**config.mk**
```make
export PLATFORM = sky130hd
export DESIGN_NAME = pwm_decoder
export DESIGN_NICKNAME = d
export VERILOG_FILES = /design/src/rtl/pwm_decoder.sv
export SDC_FILE = /design/constraint.sdc
export NUM_CORES = 1
export LEC_CHECK = 0
export CAP_MARGIN = 20
export CORE_MARGIN = 10
export CORE_UTILIZATION = 58
export DETAILED_ROUTE_END_ITERATION = 8
export DONT_BUFFER_PORTS = 1
export HOLD_SLACK_MARGIN = 0.06
export PLACE_DENSITY = 0.76
export SYNTH_ARGS = -nofsm -noshare
export SYNTH_HDL_FRONTEND = slang
export SYNTH_SLANG_ARGS = --single-unit
```
**constraint.sdc**
```tcl
create_clock -name clk_400K -period 2.55 [get_ports clk_400K]
set_clock_uncertainty 0.15 [all_clocks]
set_input_delay 0.1275 -clock clk_400K [delete_from_list [all_inputs] [get_ports clk_400K]]
set_output_delay 0.1275 -clock clk_400K [all_outputs]
set_load 0.05 [all_outputs]
```
**src/rtl/pwm_decoder.sv**
```systemverilog
// pwm_decoder: measures period and 8-bit duty of an asynchronous PWM input; `PWM_DECODE_SLEEP_EN adds a sleep hold.
// Result lands 9 cycles after the synchronized rise (snapshot + 8-step divide); no backpressure, results overwrite.
module pwm_decoder #(
  parameter int               CNT_W   = 24,
  parameter logic [CNT_W-1:0] TIMEOUT = {CNT_W{1'b1}}
) (
  input  logic             clk_400K,
  input  logic             reset_n,
  input  logic             sleep,
  input  logic             pwm_in,
  output logic [7:0]       duty_out,
  output logic [CNT_W-1:0] period_out,
  output logic             meas_valid,
  output logic             stuck,
  output logic             overrun
);

  typedef enum logic [1:0] {ARM, MEASURE, DIVIDE} state_t;

  state_t           state;
  logic             s_meta, s, s_d;
  logic             rise;
  logic             sleep_hold;
  logic [CNT_W-1:0] per_cnt, hi_cnt;
  logic [CNT_W-1:0] p_snap;
  logic [CNT_W-1:0] rem;
  logic [6:0]       quo;
  logic [2:0]       iter;

  logic [CNT_W:0]   rem_sh;
  logic             q_bit;
  logic [CNT_W-1:0] rem_nxt;
  logic [7:0]       q_final;

`ifdef PWM_DECODE_SLEEP_EN
  assign sleep_hold = sleep;
`else
  logic sleep_unused;
  assign sleep_unused = sleep;
  assign sleep_hold   = 1'b0;
`endif

  assign rise = s & ~s_d;

  // One restoring-divide step; the remainder stays below P so CNT_W bits hold it.
  always_comb begin
    rem_sh  = {rem, 1'b0};
    q_bit   = (rem_sh >= {1'b0, p_snap});
    rem_nxt = q_bit ? (rem_sh[CNT_W-1:0] - p_snap) : rem_sh[CNT_W-1:0];
    q_final = (p_snap == '0) ? 8'hFF : {quo, q_bit};
  end

  function automatic logic [CNT_W-1:0] sat_inc(input logic [CNT_W-1:0] v);
    return (v >= TIMEOUT) ? v : v + CNT_W'(1);
  endfunction

  always_ff @(posedge clk_400K) begin
    if (!reset_n) begin
      s_meta     <= 1'b0;
      s          <= 1'b0;
      s_d        <= 1'b0;
      state      <= ARM;
      per_cnt    <= '0;
      hi_cnt     <= '0;
      p_snap     <= '0;
      rem        <= '0;
      quo        <= '0;
      iter       <= '0;
      duty_out   <= '0;
      period_out <= '0;
      meas_valid <= 1'b0;
      stuck      <= 1'b0;
      overrun    <= 1'b0;
    end else begin
      s_meta     <= pwm_in;
      s          <= s_meta;
      s_d        <= s;
      meas_valid <= 1'b0;

      if (sleep_hold) begin
        state <= ARM;
      end else begin
        if (rise) begin
          per_cnt <= CNT_W'(1);
          hi_cnt  <= CNT_W'(1);
        end else if (state != ARM) begin
          per_cnt <= sat_inc(per_cnt);
          if (s) hi_cnt <= sat_inc(hi_cnt);
        end

        case (state)
          ARM: begin
            if (rise) state <= MEASURE;
          end
          MEASURE: begin
            if (!rise && per_cnt == TIMEOUT) begin
              stuck      <= 1'b1;
              duty_out   <= {8{s}};
              period_out <= '0;
              meas_valid <= 1'b1;
              state      <= ARM;
            end
          end
          DIVIDE: begin
            if (iter == 3'd7) begin
              duty_out   <= q_final;
              period_out <= p_snap;
              stuck      <= 1'b0;
              meas_valid <= 1'b1;
              state      <= MEASURE;
            end else begin
              rem  <= rem_nxt;
              quo  <= {quo[5:0], q_bit};
              iter <= iter + 3'd1;
            end
          end
          default: state <= ARM;
        endcase

        // A rise on the last divide step commits that result and starts the next,
        // so back-to-back 8-cycle periods measure without loss.
        if (rise && state != ARM) begin
          p_snap <= per_cnt;
          rem    <= hi_cnt;
          quo    <= '0;
          iter   <= '0;
          state  <= DIVIDE;
          if (state == DIVIDE && iter != 3'd7) overrun <= 1'b1;
        end
      end
    end
  end

endmodule
```
==> impl_metrics.json <==
{
  "status": "complete, but fails checks",
  "violations": "negative setup slack",
  "fp.coreArea_mm2": 0.0131,
  "highest_layer": "met4",
  "globalRoute.totalOverflow": 0,
  "yosys_warnings": 0,
  "cp_slowest_cell": "dfxtp_1",
  "met3_length_mm": 2.02,
  "syn_to_final_growth_pct": 25.8,
  "slowest_delay_ps": 420,
  "max_cap_violations": 0,
  "power_frac_comb_pct": 61.7,
  "arrival_ps": 2770,
  "reg2reg_depth": 10,
  "cts_sinks": 146,
  "stdcell_area_mm2": 0.00969,
  "r2r_slack_ps": -30,
  "rows": 42,
  "grt_max_degree": 102,
  "grt_pass1_vias": 7021,
  "wl_met2_mm": 10.7,
  "final_cell_mix": "161 x nand2_1, 132 x dfxtp_1, 113 x buf_4",
  "grt_setup_unrepaired": "yes",
  "vias": 7544,
  "seqPwrFrac_pct": 18.5,
  "timing.final.ws_setup_ps": -26.7,
  "drc_errors": 0,
  "critical_path_class": "reg -> reg",
  "synth_nets": 993,
  "insertion_delay_ps": 430,
  "ys.flop_type": "dfxtp_1",
  "cp_num_buf_inv": 1,
  "routedWlPerCell_um": 18.7,
  "die-area_mm2": 0.0183,
  "cts_max_level": 4,
  "drive_gt1_share_pct": 21.6,
  "avgSynthCellArea_um2": 8.05,
  "place_ws_ps": -60.3,
  "dpl-instance-area_mm2": 0.00856,
  "ys_seq_area_share_pct": 38.0,
  "drtAntennaViolNets": 0,
  "die_h_um": 135,
  "timing.critical_path.cells": "ha_4 > a21o_1 > a31o_1 > a22o_1 > o21ai_2 > a31o_4 > and2_2 > buf_4 > nand2_1 > a31oi_1",
  "final_common_cell": "nand2_1",
  "timing.rr.start": "rem[9]",
  "cts-root-buf": "clkbuf_16",
  "cts_tree": "yes",
  "wl_mm": 23.0,
  "clockBufferDepth": 2,
  "initial_core_util_pct": 58.6,
  "drtIter0Drc": 833,
  "setup_viol": 2,
  "p_int_mw": 8.37,
  "viasPerCell": 6.11,
  "fmax_mhz": 388,
  "fin_tns_setup_ps": -30.2,
  "cts_buffers": 17,
  "nNetsFinal": 1081,
  "final_hold_viol_count": 0,
  "max_slew_margin_pct": 56.0,
  "io_pins": 39,
  "syn_inst": 957,
  "wl_met1_mm": 9.58,
  "whs_path_depth": 2,
  "leakagePower_nw": 3.65,
  "hp-class": "in -> reg",
  "worst_pin_slew_ps": 650,
  "min_from": "reset_n",
  "cp_max_fo": 4,
  "hpwl_mm": 14.6,
  "finalMaxSlewViolations": 0,
  "cp.required_ps": 2740,
  "clk_pin_slew_ps": 60,
  "start_kind": "flop",
  "routabilityCongestion": 0.965,
  "swShare_pct": 42.1,
  "fin_crit_sh_pct": 101,
  "clockPowerShare_pct": 19.8,
  "reg2reg_to": "rem[17]",
  "synth_edf_count": 0,
  "antenna_cells": 0,
  "synth_area_mm2": 0.00770,
  "ir_drop_mv": 1.37,
  "placement.io_buffers": 0,
  "grt_pass1_wl_mm": 35.3,
  "synth.distinct_cells": 66,
  "first_pass_iters": 7,
  "track_usage_pct": 23.6,
  "crit_family": "compound AO/OA/AOI/OAI gates",
  "async_flop_share_pct": 0,
  "net-switching-power_mw": 6.08,
  "synth_seq_cells": 146,
  "antenna_found_initial": 0,
  "period_minus_slack_ps": 2580,
  "power_density_mw_per_mm2": 1490,
  "end_kind": "flop",
  "worstHoldEndpoint": "hi_cnt[1]",
  "die_width_um": 135
}
final cells by class:
| class | count | area, um2 |
|---|---|---|
| multi-input cells | 728 | 4770 |
| inverters | 32 | 120 |
| well taps | 176 | 220 |
| flip-flops and latches | 146 | 2950 |
| clock inverters | 13 | 231 |
| fillers | 922 | 3450 |
| repair buffers | 120 | 958 |
| clock buffers | 19 | 433 |
power groups by stage:
stage | combinational, mW | clock [mW] | sequential, mW
6_report | 8.92 | 2.85 | 2.68
5_1_grt | 9.44 | 2.97 | 2.68
4_1_cts | 7.71 | 2.85 | 2.65
3_5_place_dp | 6.79 | 0 | 2.67
3_3_place_gp | 6.70 | 0 | 2.66
2_1_floorplan | 5.21 | 0 | 2.62
cells in the mapped netlist (all sizes together), types with 25 or more instances:
| cell type | instances | area [um2] |
|---|---|---|
| nand2 | 164 | 621 |
| dfxtp | 146 | 2920 |
| nor2 | 71 | 267 |
| nand3 | 63 | 315 |
| a21boi | 58 | 435 |
| a21oi | 44 | 224 |
| clkbuf | 42 | 158 |
| xor2 | 33 | 289 |
| inv | 32 | 120 |
| ha | 31 | 388 |
| xnor2 | 29 | 254 |
| o21ai | 27 | 135 |
| nor3 | 25 | 130 |
sequential cells by signal, summed over array words and instances (netlist names):
signal and cells:
hi_cnt 24, p_snap 24, per_cnt 24, period_out 24, rem 24, duty_out 8
quo 7, iter 3, state 2, meas_valid 1, overrun 1, s 1
s_d 1, s_meta 1, stuck 1
worst reg2reg max path, cell delays in order (launching register included):
cell     delay [ps]
dfxtp_1         420
ha_4            240
a21o_1          170
a31o_1          190
a22o_1          270
o21ai_2         160
a31o_4          220
and2_2          240
buf_4           150
nand2_1          70
a31oi_1         220
through the flow:
| step | power, mW | util [%] | cells | hold slack [ps] |
|---|---|---|---|---|
| final | 14.4 | 73.7 | 1234 | 124 |
| after global routing | 15.1 | 73.7 | 1234 | 224 |
| after CTS | 13.2 | 72.1 | 1229 | 142 |
| after detailed placement | 9.45 | 65.2 | 1188 | 105 |
| after global placement | 9.37 | 65.2 | 1188 | 101 |
| after floorplan | 7.84 | - | 957 | 105 |
metal layers:
| metal | GRT usage (%) | up-vias |
|---|---|---|
| li1 | - | 3532 |
| met1 | 29.5 | 3531 |
| met2 | 38.7 | 403 |
| met3 | 4.97 | 78 |
| met4 | 9.51 | 0 |
| met5 | 0 | - |
logic make-up after synthesis:
logic type,synth area share (%)
buf+inv,4.55
flops,38.0
xor+xnor,7.05
mux,0.650
compound gates,18.9
simple gates,25.6
fa+ha+maj,5.30
what timing repair did:
item                                   in CTS  in global routing
endpoints found under the hold margin     100                  0
cloned                                      1                  2
setup endpoints to repair                  25                 27
hold buffers                                3                  0
pin swaps                                  12                 13
setup buffers                               5                  3
gates resized for setup                    31                 45
worst max path at each step:
stage                     startpoint       to  cells past startpoint
after floorplan           p_snap[12]   rem[7]                     11
after global routing          rem[4]  rem[17]                     10
final                         rem[9]  rem[17]                     10
after CTS                 p_snap[10]   rem[7]                     10
after global placement      state[0]   rem[7]                      8
after detailed placement    state[0]   rem[7]                      8
Power figures use the tool's default switching activity.
